===== config.mk =====
export PLATFORM = sky130hd
export DESIGN_NAME = operand_fetch
export DESIGN_NICKNAME = d
export VERILOG_FILES = /design/src/rtl/operand_fetch.sv
export SDC_FILE = /design/constraint.sdc
export NUM_CORES = 1
export LEC_CHECK = 0
export CORE_AREA = 2 2 135 137
export DETAILED_ROUTE_END_ITERATION = 12
export DIE_AREA = 0 0 137 139
export PLACE_DENSITY = 0.78
export RECOVER_POWER = 25
export SETUP_SLACK_MARGIN = 0.05
export SLEW_MARGIN = 20
export SYNTH_ARGS = -nofsm -noshare
export SYNTH_HDL_FRONTEND = slang
export SYNTH_SLANG_ARGS = --single-unit

===== constraint.sdc =====
create_clock -name clk -period 7.3 [get_ports clk]
set_input_delay 2.19 -clock clk [delete_from_list [all_inputs] [get_ports clk]]
set_output_delay 2.19 -clock clk [all_outputs]
set_load 0.02 [all_outputs]

===== src/rtl/operand_fetch.sv =====
// Operand fetch stage: latches an instruction, reads its two source registers,
// forwards register file writes into the operands and presents a decoded bundle to execute.
module operand_fetch #(
    parameter int unsigned WIDTH = 32,
    parameter int unsigned SIZE  = 32
) (
    input  logic                        clk,
    input  logic                        rst_n,
    input  logic                        flush,
    input  logic                        in_valid,
    output logic                        in_ready,
    input  logic [WIDTH-1:0]            in_instr,
    input  logic [WIDTH-1:0]            in_pc,
    output logic [$clog2(SIZE)-1:0]     rf_ra,
    output logic [$clog2(SIZE)-1:0]     rf_rb,
    input  logic [WIDTH-1:0]            rf_a,
    input  logic [WIDTH-1:0]            rf_b,
    input  logic                        wb_wn,
    input  logic [$clog2(SIZE)-1:0]     wb_rw,
    input  logic [WIDTH-1:0]            wb_wd,
    output logic                        out_valid,
    input  logic                        out_ready,
    output logic [WIDTH-1:0]            out_pc,
    output logic [WIDTH-1:0]            out_a,
    output logic [WIDTH-1:0]            out_b,
    output logic [WIDTH-1:0]            out_imm,
    output logic [5:0]                  out_opcode,
    output logic [5:0]                  out_funct,
    output logic [4:0]                  out_rs,
    output logic [4:0]                  out_rt,
    output logic [4:0]                  out_rd,
    output logic [4:0]                  out_shamt,
    output logic [4:0]                  out_dest
);
    localparam int unsigned SZW = $clog2(SIZE);

    typedef enum logic [1:0] {IDLE, READ, HOLD} state_t;

    state_t           state;
    logic [WIDTH-1:0] instr_q;
    logic [WIDTH-1:0] pc_q;
    logic [4:0]       rs;
    logic [4:0]       rt;
    logic             accept;

    assign rs       = instr_q[25:21];
    assign rt       = instr_q[20:16];
    assign in_ready = !flush && (state == IDLE || (state == HOLD && out_ready));
    assign accept   = in_valid && in_ready;

    // Present the incoming indices while accepting so data arrives in READ.
    assign rf_ra = in_ready ? SZW'(in_instr[25:21]) : SZW'(rs);
    assign rf_rb = in_ready ? SZW'(in_instr[20:16]) : SZW'(rt);

    // Register zero reads as zero; otherwise a matching write-back wins over cur.
    function automatic logic [WIDTH-1:0] pick(input logic [4:0] r, input logic [WIDTH-1:0] cur,
                                              input logic wn, input logic [SZW-1:0] rw,
                                              input logic [WIDTH-1:0] wd);
        if (r == 5'd0)
            return '0;
        if (wn && rw == SZW'(r))
            return wd;
        return cur;
    endfunction

    always_ff @(posedge clk or negedge rst_n) begin
        if (!rst_n) begin
            state     <= IDLE;
            instr_q   <= '0;
            pc_q      <= '0;
            out_a     <= '0;
            out_b     <= '0;
            out_valid <= 1'b0;
        end else if (flush) begin
            state     <= IDLE;
            out_valid <= 1'b0;
        end else begin
            case (state)
                IDLE: begin
                    if (accept) begin
                        instr_q <= in_instr;
                        pc_q    <= in_pc;
                        state   <= READ;
                    end
                end
                READ: begin
                    out_a     <= pick(rs, rf_a, wb_wn, wb_rw, wb_wd);
                    out_b     <= pick(rt, rf_b, wb_wn, wb_rw, wb_wd);
                    out_valid <= 1'b1;
                    state     <= HOLD;
                end
                HOLD: begin
                    if (out_ready) begin
                        out_valid <= 1'b0;
                        if (accept) begin
                            instr_q <= in_instr;
                            pc_q    <= in_pc;
                            state   <= READ;
                        end else begin
                            state <= IDLE;
                        end
                    end else begin
                        out_a <= pick(rs, out_a, wb_wn, wb_rw, wb_wd);
                        out_b <= pick(rt, out_b, wb_wn, wb_rw, wb_wd);
                    end
                end
                default: state <= IDLE;
            endcase
        end
    end

    assign out_pc     = pc_q;
    assign out_opcode = instr_q[31:26];
    assign out_rs     = rs;
    assign out_rt     = rt;
    assign out_rd     = instr_q[15:11];
    assign out_shamt  = instr_q[10:6];
    assign out_funct  = instr_q[5:0];

    // Logical immediates zero-extend; everything else sign-extends.
    always_comb begin
        out_imm = {{(WIDTH-16){instr_q[15]}}, instr_q[15:0]};
        if (out_opcode == 6'h0C || out_opcode == 6'h0D || out_opcode == 6'h0E)
            out_imm = {{(WIDTH-16){1'b0}}, instr_q[15:0]};
    end

    always_comb begin
        out_dest = rt;
        case (out_opcode)
            6'h00:                                    out_dest = out_rd;
            6'h03:                                    out_dest = 5'd31;
            6'h02, 6'h04, 6'h05, 6'h28, 6'h29, 6'h2B: out_dest = 5'd0;
            default:                                  out_dest = rt;
        endcase
    end
endmodule


### Word-level counts from Yosys, hierarchy flattened

Index checks and enable logic that the tools add are counted.

| word-level totals | value |
|---|---|
| register bits | 131 |
| bits in latches | 0 |
| memory bits (writable) | 0 |
| ROM bits | 0 |
| bits of input ports | 171 |
| logic and storage cells | 111 |
| memories kept | 0 |

| operators by class | value |
|---|---|
| add/subtract/negate cells | 0 |
| $mul | 0 |
| divide/modulo/power cells | 0 |
| order comparisons | 0 |
| equality and inequality tests | 20 |
| shifts and indexed selects | 0 |
| multiplexer cells | 62 |
| bitwise operators | 1 |
| reductions and logical operators | 22 |

Operator list:

| cell | count |
|---|---|
| $mux 32 | 19 |
| $pmux 32 s2 | 4 |
| $mux 1 | 31 |
| $eq 6x4->1 const B | 3 |
| $eq 6x6->1 const B | 3 |
| $pmux 5 s3 | 1 |
| $eq 6x2->1 const B | 2 |
| $eq 6x3->1 const B | 2 |
| $eq 5x5->1 | 2 |
| $logic_not 5->1 | 2 |
| $mux 5 | 2 |
| $reduce_and 4->1 | 2 |
| $logic_not 6->1 | 1 |
| $mux 2 | 3 |
| $ne 3x1->1 const B | 2 |
| $ne 3x3->1 const B | 2 |
| $pmux 2 s3 | 1 |
| $reduce_or 6->1 | 1 |
| $logic_and 1x1->1 | 5 |
| $ne 2x2->1 const B | 2 |
| $reduce_and 2->1 | 2 |
| $reduce_bool 2->1 | 2 |
| $logic_or 1x1->1 | 3 |
| $reduce_and 3->1 | 1 |
| other kinds (7) | 7 |

### Depth between registers and ports, before layout

| depth | value |
|---|---|
| depth in word-level cells | 13 |
| gate-level depth with buffers | 7 |
| gate-level depth less buffers | 5 |

### Worst setup path after synthesis

OpenSTA, ideal clock, no wires.

| path | value |
|---|---|
| kind | input-to-output |
| start | input out_ready |
| end | output rf_ra[0] |
| data arrival time | 3481 ps |
| data required time | 5110 ps |
| path slack | 1629 ps |
| stages | 4 |
| buffers on the path | 1 |
| cell sequence | inv_1 > a211oi_1 > clkbuf_1 > mux2_2 |

| between the ends | value |
|---|---|
| longest elaborated chain between the ends | 4 |

RTL lines:

| element | line | text |
|---|---|---|
| from (decl) | 22 | `input logic out_ready,` |
| $logic_and 1x1->1 | 48 | `assign in_ready = !flush && (state == IDLE \|\| (state == HOLD && out_ready));` |
| $logic_or 1x1->1 | 48 |  |
| $logic_and 1x1->1 | 48 |  |
| net in_ready | 11 | `output logic in_ready,` |
| $mux 5 | 52 | `assign rf_ra = in_ready ? SZW'(in_instr[25:21]) : SZW'(rs);` |
| to (decl) | 14 | `output logic [$clog2(SIZE)-1:0] rf_ra,` |

The timed path passes the listed nets, and every way through them passes these cells.

### Worst setup path after layout

| path | value |
|---|---|
| start | input out_ready |
| end | output rf_rb[4] |

| between the ends | value |
|---|---|
| longest elaborated chain between the ends | 4 |

RTL lines:

| element | line | text |
|---|---|---|
| $logic_and 1x1->1 | 48 |  |
| $logic_or 1x1->1 | 48 |  |
| $logic_and 1x1->1 | 48 |  |
| $mux 5 | 53 | `assign rf_rb = in_ready ? SZW'(in_instr[20:16]) : SZW'(rt);` |
| to (decl) | 15 | `output logic [$clog2(SIZE)-1:0] rf_rb,` |

No other way between the ends.

==> summary.txt <==
Outcome
  – Run status: finished with violations
  – Violations in the final reports: capacitance limit, slew limit

Worst hold path
  – Min-delay worst type: reg2reg

Synth
  – Sequential area share after synthesis: about half
  – Net count of the mapped netlist: just under 700
  – Multiplexer share of the synthesized area: around 22%
  – Count of unique library cells instantiated by Yosys: 33
  – Warnings from Yosys: 0
  – Avg Synthesized Cell Area: ~13 um^2
  – Async S/R FF share, synth: 100%
  – Cell count after synthesis: a little over 500
  – Dominant combinational cell family by area after synthesis: multiplexers
  – XOR/XNOR Fraction of Synth Area: under 10%
  – Most common flop cell mapped by yosys: dfrtp_1
  – Synth top cells by count: dfrtp_1, mux2_2, and2_1, mux2i_1, buf_4
  – Synthesized flop and latch total: around 130
  – Area share of the largest cell type after synthesis: about 48%
  – Post-Synth Simple-Gate Area: 8.04%
  – Library cell occupying the most area in the post-synthesis netlist: dfrtp_1
  – Post-Syn Area: around 6800 um^2
  – Fraction of the mapped netlist area in adder cells: 0%
  – Synth area leaders: dfrtp_1, mux2_2, mux2i_1
  – Most common cell in the netlist: dfrtp_1
  – Count of flip-flops with a built-in enable after synthesis: 0
  – Share of the synthesized area in compound gates (AO/OA/AOI/OAI): 13.6%

Layout
  – Layout Area Growth over Synthesis: 59.1%
  – Count of inserted antenna diode cells: 0
  – Design Area, Final: 10800 um^2
  – Proportion of layout cells with a drive suffix above 1: 18.5%
  – Number of inserted filler cells in the final layout: 1446
  – Final instance count without filler cells: between 1000 and 1500
  – Final Core Density: between 60% and 70%
  – Total number of nets in the final design: between 900 and 1000

Drt
  – Via/cell ratio: between 4 and 5
  – Number of vias after detailed routing: approximately 5300
  – DRC marker count from the first detailed-route iteration: ~170
  – Post-detailed-routing wire length: a little over 20 mm
  – DRC errors left: 0
  – Remaining antenna violation count: 0
  – First-pass DRT Iterations: 4
  – Mean routed wirelength per cell: approximately 19 um

Placed design
  – Number of I/O port buffers: 347
  – Global placement routability congestion: 0.765
  – Post-detailed-placement cell area: 10200 um^2
  – Number of placed instances, taps included: 1035
  – Post-Place Setup Slack: roughly 990 ps
  – Post-detail-place hpwl: around 15 mm

GRT
  – Maximum number of pins on one net before global-route repair: between 70 and 80
  – Initial antenna violation count: 0
  – Vias in the first global route: ~5700
  – Gr ovfl total: 0
  – Combined global-route utilization of all metal layers: a little over a fifth
  – Wire length of the first global-routing pass: roughly 31 mm

Timing
  – Total count of max-transition violations in the final report: between 70 and 80
  – Total negative setup slack: 0 ps
  – Count of final setup violators: 0
  – Period utilisation layout: 87.2%
  – Worst-margin pin slew: approximately 3800 ps
  – Maximum clock frequency: 157 MHz
  – Shortest period the worst path allows: around 6400 ps
  – Max-slew headroom: -150%
  – Worst Setup Slack, final: 935 ps
  – Setup repair after global routing missed its margin: false
  – Fin. Hold Viols: 0
  – Final Skew: 8.03 ps

Critical path
  – Family of cells with the greatest summed delay on the critical path: buffers and inverters
  – Crit path largest cell delay: between 500 and 600 ps
  – Endpoint type of the worst setup path: primary output
  – Worst-path cell chain: dlygate4sd3_1 > inv_1 > a211oi_2 > buf_4 > mux2_2 > clkdlybuf4s50_1
  – Critical-path top delay cell: clkdlybuf4s50_1
  – Crit path arrival time: between 4000 and 5000 ps
  – Nature of the critical path startpoint: primary input
  – Critical path required time: 5110 ps
  – CP bufs+invs: 4
  – Top fanout value on the critical path: 12
  – Worst setup path category: in2out

Floorplanning
  – Chip height: around 140 um
  – Starting Density: 38.4%
  – Total Die Area: approximately 19000 um^2
  – Die W: 137 um
  – I/O Pins: between 300 and 400
  – Core Rows: just under 50
  – CORE AREA: around 18000 um^2

Clock network
  – Maximum level of the CTS H-tree: 4
  – CTS Buf Count: 17
  – Clock tree from TritonCTS: yes
  – Clk_lat worst skew: around 420 ps
  – Clk Tree Root Cell: clkbuf_16
  – Count of instances resized after the clock tree is built: 0
  – Hold buffer count at cts: 0
  – Longest Clk Path Bufs: 2
  – Sink count of the clock tree: ~130
  – Setup Buffers After CTS: 0
  – Clock-pin transition on the worst setup and hold timing paths: 60 ps

Pwr
  – Static Leakage: a little over 4 nW
  – Peak ir drop on the vdd network: around 0.17 mV
  – Cell area power density: 293 nW/um^2

Job
  – Max-capacitance violation count: 1
==> power by group <==
group | internal, mW | switching (mW) | leakage (nW) | total, mW
registers | 0.897 | 0.135 | 1.61 | 1.03
clock network | 0.558 | 0.354 | 0.311 | 0.913
logic | 0.654 | 0.560 | 2.19 | 1.21
total | 2.11 | 1.05 | 4.11 | 3.16
==> cells in the final DEF (no fill, tap or decap), types with 9 or more instances in the layout <==
master and instances:
clkdlybuf4s50_1 345, mux2i_1 65, mux2_2 73, clkbuf_16 17
nor2_1 9, o2bb2ai_2 30, dfrtp_1 131, and2_1 64
o2bb2ai_1 34, buf_4 10
==> cell type report <==
cell class                      instances  area (um^2)  share of cell area [%]
Multi-Input combinational cell        316         3050                    28.3
Inverter                                2         7.51                  0.0696
Clock inverter                         14          188                    1.74
Sequential cell                       131         3280                    30.4
Timing Repair Buffer                  357         3540                    32.8
Clock buffer                           18          439                    4.07
Tap cell                              229          287                    2.66
==> logic make-up (layout without fill, tap and decap cells) <==
group	count (synthesis)	after routing
buf+inv	66	391
xor+xnor	10	10
flops	131	131
mux	138	138
compound gates	80	80
simple gates	88	88
==> routing by layer <==
metal | wire [um] | vias to the layer above | track usage (%)
met5 | 0 | - | 0
met4 | 461 | 0 | 7.43
met3 | 2090 | 30 | 8.66
met2 | 10000 | 239 | 36.0
met1 | 8020 | 2592 | 24.4
li1 | - | 2464 | -
==> path summary, 6_finish.rpt <==
path	cells after the start	slack [ps]	to	startpoint
setup / recovery	6	940	rf_rb[4]	out_ready
hold / removal	1	490	out_a[18]	out_a[18]
setup reg to reg	6	4620	out_a[17]	instr_q[21]
hold reg to reg	1	490	out_a[18]	out_a[18]
max in group asynchronous	2	1910	instr_q[21]	rst_n
min in group asynchronous	1	3050	out_b[26]	rst_n
==> metrics by stage <==
step	hold WS [ps]	total power, mW
floorplan	488	1.66
global placement	470	2.25
detailed placement	473	2.26
CTS	492	3.19
global route	500	3.30
finish	488	3.16
==> registers in the layout, summed over array words and instances, names as in the netlist <==
| signal | flops |
|---|---|
| out_a | 32 |
| out_valid | 1 |
| out_pc | 32 |
| state | 2 |
| instr_q | 32 |
| out_b | 32 |
Note: power is estimated with default switching activity, not from simulation.
